<file path="config.mk">
export PLATFORM = sky130hd
export DESIGN_NAME = timer_fsm
export DESIGN_NICKNAME = d
export VERILOG_FILES = /design/src/rtl/timer_fsm.sv
export SDC_FILE = /design/constraint.sdc
export NUM_CORES = 1
export LEC_CHECK = 0
export ABC_AREA = 1
export ABC_CLOCK_PERIOD_IN_PS = 1400
export BUFFER_PORTS_ARGS = -buffer_cell sky130_fd_sc_hd__buf_2
export CAP_MARGIN = 40
export CORE_MARGIN = 1.5
export CORE_UTILIZATION = 50
export CTS_CLUSTER_SIZE = 14
export DETAILED_ROUTE_END_ITERATION = 12
export PLACE_DENSITY_LB_ADDON = 0.3
export SYNTH_ARGS = -nofsm -noshare
export SYNTH_HDL_FRONTEND = slang
export SYNTH_SLANG_ARGS = --single-unit
</file>
<file path="constraint.sdc">
create_clock -name i_clk -period 1.4 [get_ports i_clk]
set_input_delay 0.28 -clock i_clk [delete_from_list [all_inputs] [get_ports i_clk]]
set_output_delay 0.28 -clock i_clk [all_outputs]
set_load 0.02 [all_outputs]
</file>
<file path="src/rtl/timer_fsm.sv">
// Fan-timer state machine: choose a 5/10/15 s preset, count whole seconds, pulse on completion.
// Optional macro TIMER_AUTO_CLEAR_EN: COMPLETE returns to INACTIVE by itself after one tick period.
module timer_fsm #(
  parameter int TICK_DIV = 100_000_000
) (
  input  logic        i_clk,
  input  logic        i_reset,
  input  logic        i_btnTimer,
  input  logic        i_btnStart,
  input  logic        i_fanOn,
  output logic [2:0]  o_timerState,
  output logic [31:0] o_downCount,
  output logic        o_timeout
);

  localparam int PW = (TICK_DIV > 2) ? $clog2(TICK_DIV) : 1;
  localparam logic [PW-1:0] TICK_LAST = PW'(TICK_DIV - 1);

  typedef enum logic [2:0] {
    INACTIVE = 3'd0,
    T5       = 3'd1,
    T10      = 3'd2,
    T15      = 3'd3,
    T5_ACT   = 3'd4,
    T10_ACT  = 3'd5,
    T15_ACT  = 3'd6,
    COMPLETE = 3'd7
  } state_t;

  state_t        state;
  logic [3:0]    count;
  logic [PW-1:0] presc;
  logic          timeout;
  logic          tick;

  function automatic state_t next_preset(input state_t s);
    case (s)
      INACTIVE: next_preset = T5;
      T5:       next_preset = T10;
      T10:      next_preset = T15;
      default:  next_preset = INACTIVE;
    endcase
  endfunction

  function automatic state_t armed(input state_t s);
    case (s)
      T5:      armed = T5_ACT;
      T10:     armed = T10_ACT;
      default: armed = T15_ACT;
    endcase
  endfunction

  function automatic logic [3:0] preset_secs(input state_t s);
    case (s)
      T5_ACT:  preset_secs = 4'd5;
      T10_ACT: preset_secs = 4'd10;
      default: preset_secs = 4'd15;
    endcase
  endfunction

  assign tick = (presc == TICK_LAST);

  // NOTE: all state updates use non-blocking assignments so every branch sees pre-edge values.
  always_ff @(posedge i_clk) begin
    if (i_reset) begin
      state   <= INACTIVE;
      count   <= '0;
      presc   <= '0;
      timeout <= 1'b0;
    end else begin
      timeout <= 1'b0;
      case (state)
        INACTIVE, T5, T10, T15: begin
          presc <= '0;
          if (i_btnTimer) begin
            state <= next_preset(state);
          end else if (i_btnStart && i_fanOn && state != INACTIVE) begin
            state <= armed(state);
            count <= '0;
          end
        end
        T5_ACT, T10_ACT, T15_ACT: begin
          // Cancel outranks a coincident tick, even the one that would complete the run.
          if (i_btnTimer || !i_fanOn) begin
            state <= INACTIVE;
            count <= '0;
            presc <= '0;
          end else if (tick) begin
            presc <= '0;
            if (count == preset_secs(state) - 4'd1) begin
              state   <= COMPLETE;
              count   <= preset_secs(state);
              timeout <= 1'b1;
            end else begin
              count <= count + 4'd1;
            end
          end else begin
            presc <= presc + PW'(1);
          end
        end
        COMPLETE: begin
          if (i_btnTimer || i_btnStart) begin
            state <= INACTIVE;
            count <= '0;
            presc <= '0;
          end else begin
`ifdef TIMER_AUTO_CLEAR_EN
            if (tick) begin
              state <= INACTIVE;
              count <= '0;
              presc <= '0;
            end else begin
              presc <= presc + PW'(1);
            end
`else
            presc <= '0;
`endif
          end
        end
        default: begin
          state <= INACTIVE;
          count <= '0;
          presc <= '0;
        end
      endcase
    end
  end

  assign o_timerState = state;
  assign o_downCount  = {28'd0, count};
  assign o_timeout    = timeout;

endmodule
</file>
### Yosys cells after proc, flatten, opt, wreduce, memory -nomap -nowiden

Index checks and enable logic that the tools add are counted.
W data, S select, Z words.

| operators by class | value |
|---|---|
| $add $sub $neg | 3 |
| $mul | 0 |
| div/mod/pow operators | 0 |
| order comparisons | 0 |
| eq/ne operators | 15 |
| shift-type cells | 0 |
| multiplexer cells | 25 |
| bitwise operators | 2 |
| reduce and logical (&&, ||, !) cells | 13 |

Operator list:

| operator | number |
|---|---|
| $mux W27 | 2 |
| $pmux W27 S2 | 1 |
| $mux W4 | 10 |
| $add A27 B1 Y27 const B | 1 |
| $eq A27 B27 Y1 const B | 1 |
| $mux W3 | 6 |
| $eq A3 B3 Y1 const B | 4 |
| $pmux W4 S3 | 1 |
| $ne A3 B3 Y1 const B | 3 |
| $pmux W3 S3 | 1 |
| $pmux W4 S2 | 1 |
| $reduce_and A4 Y1 | 2 |
| $reduce_or A4 Y1 | 2 |
| $eq A3 B2 Y1 const B | 2 |
| $ne A2 B2 Y1 const B | 3 |
| $pmux W2 S3 | 1 |
| $reduce_or A5 Y1 | 1 |
| $add A4 B1 Y4 const B | 1 |
| $eq A4 B4 Y1 | 1 |
| $pmux W2 S2 | 1 |
| $sub A4 B1 Y4 const B | 1 |
| $eq A3 B1 Y1 const B | 1 |
| $logic_not A3 Y1 | 1 |
| $reduce_bool A3 Y1 | 1 |
| other kinds (6) | 9 |

| word-level totals | value |
|---|---|
| bits in registers | 35 |
| bits in latches | 0 |
| bits in writable memories | 0 |
| memory bits (read-only) | 0 |
| input bits | 5 |
| output and inout port bits | 36 |
| word-level logic and storage cells | 62 |
| memories kept | 0 |

### Longest topological paths before layout

Gate-level depths: netlist of run 1.

| depth | value |
|---|---|
| depth after elaboration | 12 |
| mapped depth | 12 |
| gate-level depth less buffers | 11 |

### Least setup slack after synthesis of run 1

No wires, ideal clock.

| timing | value |
|---|---|
| kind | reg-to-reg |
| start | register state[2], in the netlist o_timerState[2] |
| end | register state[1], in the netlist o_timerState[1] |
| library setup time | 0.114 ns |
| arrival time | 1.384 ns |
| required time | 1.286 ns |
| setup slack | -0.098 ns |
| cell stages (with the launch flop) | 11 |
| buffers on the path | 1 |
| cell sequence | dfxtp_1 buf_4 inv_2 nor2_2 nand2_1 o21ai_1 nand2_2 a21oi_1 nand3_1 nand2_1 nor2_1 |

| on the way | value |
|---|---|
| cells in the longest elaborated chain, start to end | 10 |
| elaborated cells between the ends (all ways) | 29 |

RTL lines:

| element | RTL line | source |
|---|---|---|
| from (decl) | 30 | `state_t state;` |
| from (signal assigned) | 76 | `state <= next_preset(state);` |
| from (signal assigned) | 78 | `state <= armed(state);` |
| $eq A3 B3 Y1 | 54, 72 |  |
| $pmux W4 S2 | 54 | `case (s)` |
| $mux W4 | 88 | `end else if (tick) begin` |
| $mux W4 | 84 | `if (i_btnTimer \|\| !i_fanOn) begin` |
| $mux W4 | 72 | `case (state)` |
| $mux W4 | 65 | `if (i_reset) begin` |
| $sub A4 B1 Y4 | 90 | `if (count == preset_secs(state) - 4'd1) begin` |
| $eq A4 B4 Y1 | 90 |  |
| $ne A3 B3 Y1 (no source line) | n/a |  |
| $reduce_and A4 Y1 (no source line) | n/a |  |

Several ways; a longest one is shown, not always the timed one. The select of a mux whose other input is x is not followed.
A chain may end at the register's enable or synchronous reset.

### Final worst setup path of run 1

| timing | value |
|---|---|
| start | register presc[1] |
| end | register count[0] |

| on the way | value |
|---|---|
| cells in the longest elaborated chain, start to end | 3 |

RTL lines:

| element | RTL line | source |
|---|---|---|
| from (decl) | 32 | `logic [PW-1:0] presc;` |
| from (signal assigned) | 98 | `presc <= presc + PW'(1);` |
| $eq A27 B27 Y1 | 61 | `assign tick = (presc == TICK_LAST);` |
| $ne A3 B3 Y1 (no source line) | n/a |  |
| $reduce_and A4 Y1 (no source line) | n/a |  |
| to (signal assigned) | 92 | `count <= preset_secs(state);` |
| to (signal assigned) | 95 | `count <= count + 4'd1;` |
| to (decl) | 31 | `logic [3:0] count;` |

No other way between the ends.

==> impl_metrics.tcl, run 1 <==
set metrics [dict create \
    status "complete, but fails checks" \
    violations "setup timing" \
    swShare_pct 32.5 \
    dp_cells 441 \
    synth_top_cell_by_area "dfxtp_1" \
    rows 25 \
    power_frac_comb_pct 20.8 \
    met2_usage_pct 39.3 \
    grtUsageMet3_pct 4.86 \
    synth_cell_types 35 \
    async_flop_share_pct 0 \
    worstPathArrival_ns 1.70 \
    p_switching_mw 0.742 \
    synthToLayoutAreaGrowth_pct 34.7 \
    clk_latency_ns 0.29 \
    viasPerCell 5.01 \
    fin_ws_ns -0.107 \
    power_density_nw_per_um2 705 \
    gp_congestion 0.842 \
    hold_viol_final 0 \
    firstDrtPassIters 4 \
    core_um2 4660 \
    p_clk_share_pct 32.4 \
    cts_buffers 5 \
    yosysSeqAreaShare_pct 29.2 \
    synth-seq-cells 35 \
    worst_setup_path_end_kind "flop" \
    min_period_ns 1.51 \
    drv_cap 0 \
    postSynthAreaPerCell_um2 7.26 \
    crit_buf_inv 1 \
    final_cell_count_no_fill 459 \
    hold_class "primary input to flop" \
    syn-cell-area_um2 2400 \
    gr-max-usage-layer "met2" \
    synthTopCellsByCount "nand2_1 (58), nor2_1 (40), dfxtp_1 (35), buf_4 (31), inv_1 (30)" \
    grt_max_degree 18 \
    clock_path_buffers 2 \
    yosysMostFrequentCell "nand2_1" \
    intPower_mw 1.54 \
    synth_compound_area_share_pct 6.35 \
    die_w_um 72.3 \
    finalSetupViolations 34 \
    peakVddDrop_mv 0.814 \
    ctsHoldBuffers 0 \
    initial_core_util_pct 51.5 \
    antenna_found_initial 0 \
    dieArea_um2 5230 \
    drcViolationCount 0 \
    slew_viol_final 0 \
    cts_tree "yes" \
    drive_gt1_share_pct 46.2 \
    period_share_pct 108 \
    synth_ff_type "dfxtp_1" \
    io_buffers 12 \
    ant_nets 0 \
    critPathKind "flop to flop" \
    grt_usage_pct 21.5 \
    rsz0062_at_grt "yes" \
    dp_hpwl_um 4100 \
    clockRootBuffer "clkbuf_8" \
    crit_path_cell_trace "ha_4 > nand2_2 > inv_2 > nand2_4 > nor2_8 > nand3_4 > nand2_4 > nand3_4 > a21oi_1 > nor2_1" \
    synth-simple-area-share_pct 45.1 \
    p_leak_nw 1.40 \
    numClockSinks 35 \
    num_antenna_cells 0 \
    nets 411 \
    met1_usage_pct 24.5 \
    yosysTopAreaCellShare_pct 29.2 \
    pwr-share-seq_pct 46.8 \
    grt_pass1_wl_um 8830 \
    synth.area.mux_share_pct 0 \
    chipHeight_um 72.3 \
    critPathSlowestCell "dfxtp_2" \
    startpoint_type "flop" \
    utilization_pct 69.4 \
    boundaryPins 41 \
    finalWirelength_um 5720 \
    whs_ns 0.196 \
    drt_iter0_drc 69 \
    grt_pass1_vias 2061 \
    clock_skew_ns 0.00986 \
    cpPeakStageDelay_ns 0.36 \
    syn_inst 331 \
    synth_fa_ha_area_share_pct 1.04 \
    synth_edf_count 0 \
    synth_area_leaders "dfxtp_1 (29%), buf_4 (9.7%), nand2_1 (9.1%), nor2_1 (6.3%), inv_1 (4.7%)" \
    critPathRequiredTime_ns 1.59 \
    clkTransAtPathRegs_ns 0.07 \
    wl_per_cell_um 12.5 \
    ys.warnings.count 0 \
    grt_overflow_total 0 \
    cts-htree-levels 2 \
    synth_top_family_by_area "simple AND/OR/NAND/NOR gates" \
    synth_xor_area_share_pct 2.92 \
    critPathTopFamily "simple AND/OR/NAND/NOR gates" \
    vias 2299 \
    crit_fanout 8 \
    fmax_mhz 663 \
]
==> layout by cell type (no fill, tap or decap), drive strengths merged, types with 5 or more instances in the layout <==
cell,count
nand2,72
nand4,9
o21ai,9
inv,35
clkbuf,8
or2,7
conb,28
xor2,6
a21oi,20
dfxtp,35
nand3,19
nor2,54
nor3b,5
buf,67
nor3,20
==> path summary, 6_finish.rpt <==
path	end	depth (start not counted)	slack, ns	from
hold reg to reg	presc[26]	2	0.50	presc[26]
setup reg to reg	count[0]	10	-0.11	presc[1]
setup / recovery	count[0]	10	-0.11	presc[1]
hold / removal	o_timeout	2	0.20	i_reset
==> flip-flops by register name (all words and copies together), names as in the netlist <==
signal,flops
o_timerState,3
count,4
presc,27
o_timeout,1
==> per-stage QoR <==
step | power (mW) | TNS, ns | instance area, µm² | setup WS [ns]
2_1_floorplan | 1.47 | 0 | 2550 | 0.00422
3_3_place_gp | 1.52 | -0.198 | 2820 | -0.0359
3_5_place_dp | 1.53 | -0.702 | 2820 | -0.0731
4_1_cts | 2.27 | -0.497 | 3000 | -0.0698
5_1_grt | 2.41 | -6.37 | 3240 | -0.239
6_report | 2.28 | -2.72 | 3240 | -0.107
==> per-layer routing <==
layer / share of wire, % / vias up
met3: 4.3 / 11
met4: 2.0 / 0
met2: 52 / 54
met5: 0 / -
li1: - / 1153
met1: 41 / 1081
==> power by group through the flow <==
stage	sequential, mW	clock, mW	combinational [mW]
after floorplan	1.12	0	0.355
after global placement	1.09	0	0.429
after detailed placement	1.09	0	0.438
after CTS	1.06	0.763	0.443
after global routing	1.07	0.812	0.526
final	1.07	0.740	0.475
==> area by class of cell <==
type	instances	area, µm²
Timing Repair Buffer	70	573
Inverter	36	138
Sequential cell	35	727
Tap cell	54	67.6
Clock buffer	5	68.8
Multi-Input combinational cell	256	1640
Fill cell	361	1430
Clock inverter	3	20.0
==> cells by family (layout without fill, tap and decap cells) <==
group | after synthesis | after routing
XOR/XNOR | 8 | 8
adder cells (fa/ha/maj) | 2 | 2
AO/OA/AOI/OAI | 29 | 29
flip-flops | 35 | 35
buffers and inverters | 67 | 114
AND/OR/NAND/NOR | 189 | 189
other | 1 | 28
==> repair_timing <==
action / CTS / global route
setup endpoints to repair: 31 / 35
gates resized for setup: 15 / 46
pin swaps: 4 / 13
setup buffers: 6 / 1
cloned: 0 / 3
Note: power is estimated with default switching activity, not from simulation.
==> run 2: changes to the inputs <==
Settings changed: SKIP_CTS_REPAIR_TIMING set to 1.
==> run 2 against run 1 <==
Effect of this change:
- the run still ends with setup timing left
- cell count shrank 0.87%
- critical path depth fell by 1
- utilization decreased by 1.3 points
- combinational power hardly changed
- clock skew down 0.0011 ns
- non-clock buffer count decreased by 4
- sequential power barely moved
- clock power hardly changed
- register-to-register slack about the same
- sequential cell count unchanged
- sequential share of layout area is 0.44 points higher
- worst setup slack improved by 0.013 ns
- critical path type unchanged
- highest routed layer unchanged
==> impl_metrics.tcl, run 2 (synthesized netlist as in run 1, its figures left out) <==
set metrics [dict create \
    met1_usage_pct 24.5 \
    regToRegSetupSlack_ns -0.09 \
    period_share_pct 107 \
    drive_gt1_share_pct 45.9 \
    gr-max-usage-layer "met2" \
    clock_skew_ns 0.00874 \
    firstDrtPassIters 4 \
    chipHeight_um 72.3 \
    largest_register "presc" \
    num_antenna_cells 0 \
    wl_per_cell_um 12.2 \
    pwr-share-seq_pct 46.8 \
    clk_latency_ns 0.29 \
    power_frac_comb_pct 20.8 \
    drt_iter0_drc 51 \
    io_buffers 12 \
    initial_core_util_pct 51.5 \
    grtUsageMet3_pct 4.72 \
    min_period_ns 1.49 \
    violations "setup timing" \
    grt_max_degree 18 \
    ant_nets 0 \
    status "complete, but fails checks" \
    clock_path_buffers 2 \
    hold_class "primary input to flop" \
    die_w_um 72.3 \
    startpoint_type "flop" \
    cts-htree-levels 2 \
    hold_viol_final 0 \
    dp_hpwl_um 4100 \
    drv_cap 0 \
    grt_usage_pct 21.0 \
    finalWirelength_um 5540 \
    critPathKind "flop to flop" \
    final.setup.tns_ns -1.89 \
    cts_buffers 5 \
    met2_usage_pct 37.8 \
    p_leak_nw 1.37 \
    clkTransAtPathRegs_ns 0.07 \
    clockRootBuffer "clkbuf_8" \
    boundaryPins 41 \
    drcViolationCount 0 \
    rows 25 \
    cts_tree "yes" \
    grt_pass1_wl_um 8640 \
    peakVddDrop_mv 0.807 \
    p_clk_share_pct 32.4 \
    finalSetupViolations 34 \
    fmax_mhz 669 \
    worstPathArrival_ns 1.67 \
    synthToLayoutAreaGrowth_pct 32.1 \
    nets 407 \
    worst_setup_path_end_kind "flop" \
    rsz0062_at_grt "yes" \
    fin_ws_ns -0.0946 \
    power_density_nw_per_um2 719 \
    crit_fanout 4 \
    critPathRequiredTime_ns 1.58 \
    slew_viol_final 0 \
    swShare_pct 32.6 \
    viasPerCell 4.94 \
    grt_overflow_total 0 \
    grt_pass1_vias 1995 \
    core_um2 4660 \
    layout_commonest_cell "nand2_1" \
    largest_register_ffs 27 \
    antenna_found_initial 0 \
    gp_congestion 0.842 \
    dp_slack_ns -0.0731 \
    p_switching_mw 0.743 \
    dieArea_um2 5230 \
    vias 2247 \
    mostFrequentLayoutCells "nand2_1 (55), buf_4 (50), nor2_1 (31)" \
    intPower_mw 1.54 \
    numClockSinks 35 \
]
-- run 2: per-layer routing --
layer / share of wire, % / vias up
met1: 43 / 1052
met2: 52 / 41
met4: 1.0 / 0
met5: 0 / -
li1: - / 1148
met3: 3.2 / 6
-- run 2: worst paths after layout --
| path | from | cells after the start | endpoint |
|---|---|---|---|
| setup / recovery | presc[1] | 9 | presc[17] |
| setup reg to reg | presc[1] | 9 | presc[17] |
| hold / removal | i_reset | 2 | o_timeout |
| hold reg to reg | presc[26] | 2 | presc[26] |
-- run 2: critical path, cell delays in order (launching register included) --
cell and delay [ns]:
dfxtp_2 0.35, buf_4 0.11, nand2_1 0.11, nor2_2 0.15
nand2_2 0.07, inv_2 0.11, nand3_2 0.11, nor2_4 0.15
and3_1 0.18, nor3_2 0.04
-- run 2: metrics by stage --
step	total power, mW	hold slack [ns]	area, µm²	cells	util [%]
6_report	2.28	0.201	3170	455	68.1
2_1_floorplan	1.47	0.358	2550	358	-
3_5_place_dp	1.53	0.437	2820	441	60.5
3_3_place_gp	1.52	0.428	2820	441	60.5
5_1_grt	2.41	0.189	3170	455	68.1
4_1_cts	2.27	0.176	2910	449	62.4
-- run 2: layout make-up --
type                    count  area, µm²
multi-input cells         256       1630
clock inverters             3       20.0
inverters                  36        135
repair buffers             66        526
fillers                   379       1490
well taps                  54       67.6
clock buffers               5       68.8
flip-flops and latches     35        727
-- run 2: power by group through the flow --
stage	Clock (mW)	Combinational, mW	Sequential, mW
2_1_floorplan	0	0.355	1.12
3_3_place_gp	0	0.429	1.09
3_5_place_dp	0	0.438	1.09
4_1_cts	0.763	0.440	1.06
5_1_grt	0.812	0.526	1.07
6_report	0.739	0.475	1.07
==> run 3: changes to the inputs <==
Settings changed: CORE_MARGIN 1.5 to not set, MAX_ROUTING_LAYER set to met4.
==> run 3 against run 2 <==
Effect of this change:
- the run ends with DRC, setup timing left
- combinational power is 3% lower
- global-route usage grew 1.7 points
- total power down 1.1%
- utilization rose by 3.2 points
- register-to-register slack got worse by 0.02 ns
- largest cell class unchanged
- highest routed layer unchanged
==> impl_metrics.tcl, run 3 (synthesized netlist as in run 1, its figures left out) <==
set metrics [dict create \
    fmax_mhz 662 \
    core_um2 4470 \
    fin_ws_ns -0.110 \
    worst_setup_path_end_kind "flop" \
    clock_path_buffers 2 \
    intPower_mw 1.52 \
    clock_skew_ns 0.00625 \
    viasPerCell 5.02 \
    reg2reg_to "count[0]" \
    clk_latency_ns 0.29 \
    fill_cells 369 \
    violations "DRC, setup timing" \
    finalSetupViolations 34 \
    vias 2278 \
    startpoint_type "flop" \
    swShare_pct 32.6 \
    synthToLayoutAreaGrowth_pct 32.8 \
    r2r-start "presc[0]" \
    hold_viol_final 0 \
    wl_per_cell_um 12.9 \
    critPathLaunch "presc[0]" \
    grt_pass1_vias 1967 \
    drive_gt1_share_pct 46.3 \
    firstDrtPassIters 8 \
    met2_usage_pct 37.0 \
    p_switching_mw 0.736 \
    crit_buf_inv 1 \
    clockRootBuffer "clkbuf_8" \
    cp_common_cell "nand2_4" \
    boundaryPins 41 \
    drv_cap 0 \
    nets 408 \
    cp.depth 10 \
    r2r_cells 10 \
    power_frac_comb_pct 20.4 \
    io_buffers 12 \
    grt_pass1_wl_um 8740 \
    die_w_um 71.3 \
    dp_hpwl_um 4010 \
    dieArea_um2 5090 \
    hold_class "primary input to flop" \
    critPathRequiredTime_ns 1.59 \
    chipHeight_um 71.3 \
    ant_nets 0 \
    largest_register "presc" \
    hold_path_depth 2 \
    grt_max_degree 18 \
    drcViolationCount 3 \
    cp-endpoint "count[0]" \
    num_antenna_cells 0 \
    slew_viol_final 0 \
    period_share_pct 108 \
    grtUsageMet3_pct 4.50 \
    met1_usage_pct 27.1 \
    crit_fanout 8 \
    antenna_found_initial 0 \
    rsz0062_at_grt "yes" \
    seqCellArea_um2 729 \
    clkTransAtPathRegs_ns 0.08 \
    cpPeakStageDelay_ns 0.36 \
    regToRegSetupSlack_ns -0.11 \
    numClockSinks 35 \
    gr-max-usage-layer "met2" \
    status "complete, but fails checks" \
    mostFrequentLayoutCells "nand2_1 (55), buf_4 (51), nor2_1 (30)" \
    pwr-share-seq_pct 47.2 \
    rows 24 \
    final_cell_count_no_fill 454 \
    critPathTopFamily "simple AND/OR/NAND/NOR gates" \
    cts-htree-levels 2 \
    drt_iter0_drc 105 \
    cts_buffers 5 \
    worstPathArrival_ns 1.70 \
    dp_cells 437 \
    critPathSlowestCell "dfxtp_2" \
    initial_core_util_pct 53.7 \
    p_clk_share_pct 32.4 \
    whs_ns 0.187 \
    crit_path_cell_trace "ha_4 > nand2_4 > inv_4 > nand2_4 > nor2_8 > nand3_4 > nand2_4 > nand3_4 > a21oi_1 > nor2_1" \
    grt_overflow_total 0 \
    grt_usage_pct 22.7 \
    multiInputGateArea_um2 1640 \
    min_period_ns 1.51 \
    peakVddDrop_mv 0.612 \
    gp_congestion 0.878 \
    critPathKind "flop to flop" \
    largest_register_ffs 27 \
    cts_tree "yes" \
    p_leak_nw 1.37 \
    finalWirelength_um 5860 \
    layout_commonest_cell "nand2_1" \
    dp_slack_ns -0.0728 \
    power_density_nw_per_um2 708 \
]
## run 3: power groups by stage
stage               Clock [mW]  Combinational [mW]  Sequential, mW
floorplan                    0               0.355            1.12
global placement             0               0.426            1.09
detailed placement           0               0.432            1.09
CTS                      0.746               0.433            1.07
global route             0.798               0.507            1.07
finish                   0.732               0.460            1.07
## run 3: area by class of cell
| type | count | area share (%) |
|---|---|---|
| Clock inverter | 3 | 0.471 |
| Multi-Input combinational cell | 256 | 51.4 |
| Inverter | 36 | 4.39 |
| Sequential cell | 35 | 22.9 |
| Tap cell | 52 | 2.04 |
| Clock buffer | 5 | 2.16 |
| Timing Repair Buffer | 67 | 16.7 |
## run 3: worst min path at each step
stage	slack (ns)	start	to
after detailed placement	0.43	presc[0]	presc[0]
after global placement	0.43	presc[0]	presc[0]
after floorplan	0.36	i_reset	o_timeout
after global routing	0.18	i_reset	o_timeout
final	0.19	i_reset	o_timeout
after CTS	0.18	i_reset	o_timeout
## run 3: stage by stage
step           setup TNS, ns  utilization [%]  area [µm²]  total power [mW]
2_1_floorplan              0                -        2550              1.47
3_5_place_dp          -0.607             62.6        2800              1.52
4_1_cts                -1.05             64.5        2890              2.24
6_report               -1.88             71.3        3190              2.26
3_3_place_gp          -0.228             62.6        2800              1.51
5_1_grt                -5.14             71.3        3190              2.37
## run 3: per-layer routing
metal / vias up / part of all wire (%)
met4: 0 / 2.3
li1: 1144 / -
met1: 1043 / 43
met2: 74 / 50
met5: - / 0
met3: 17 / 4.2
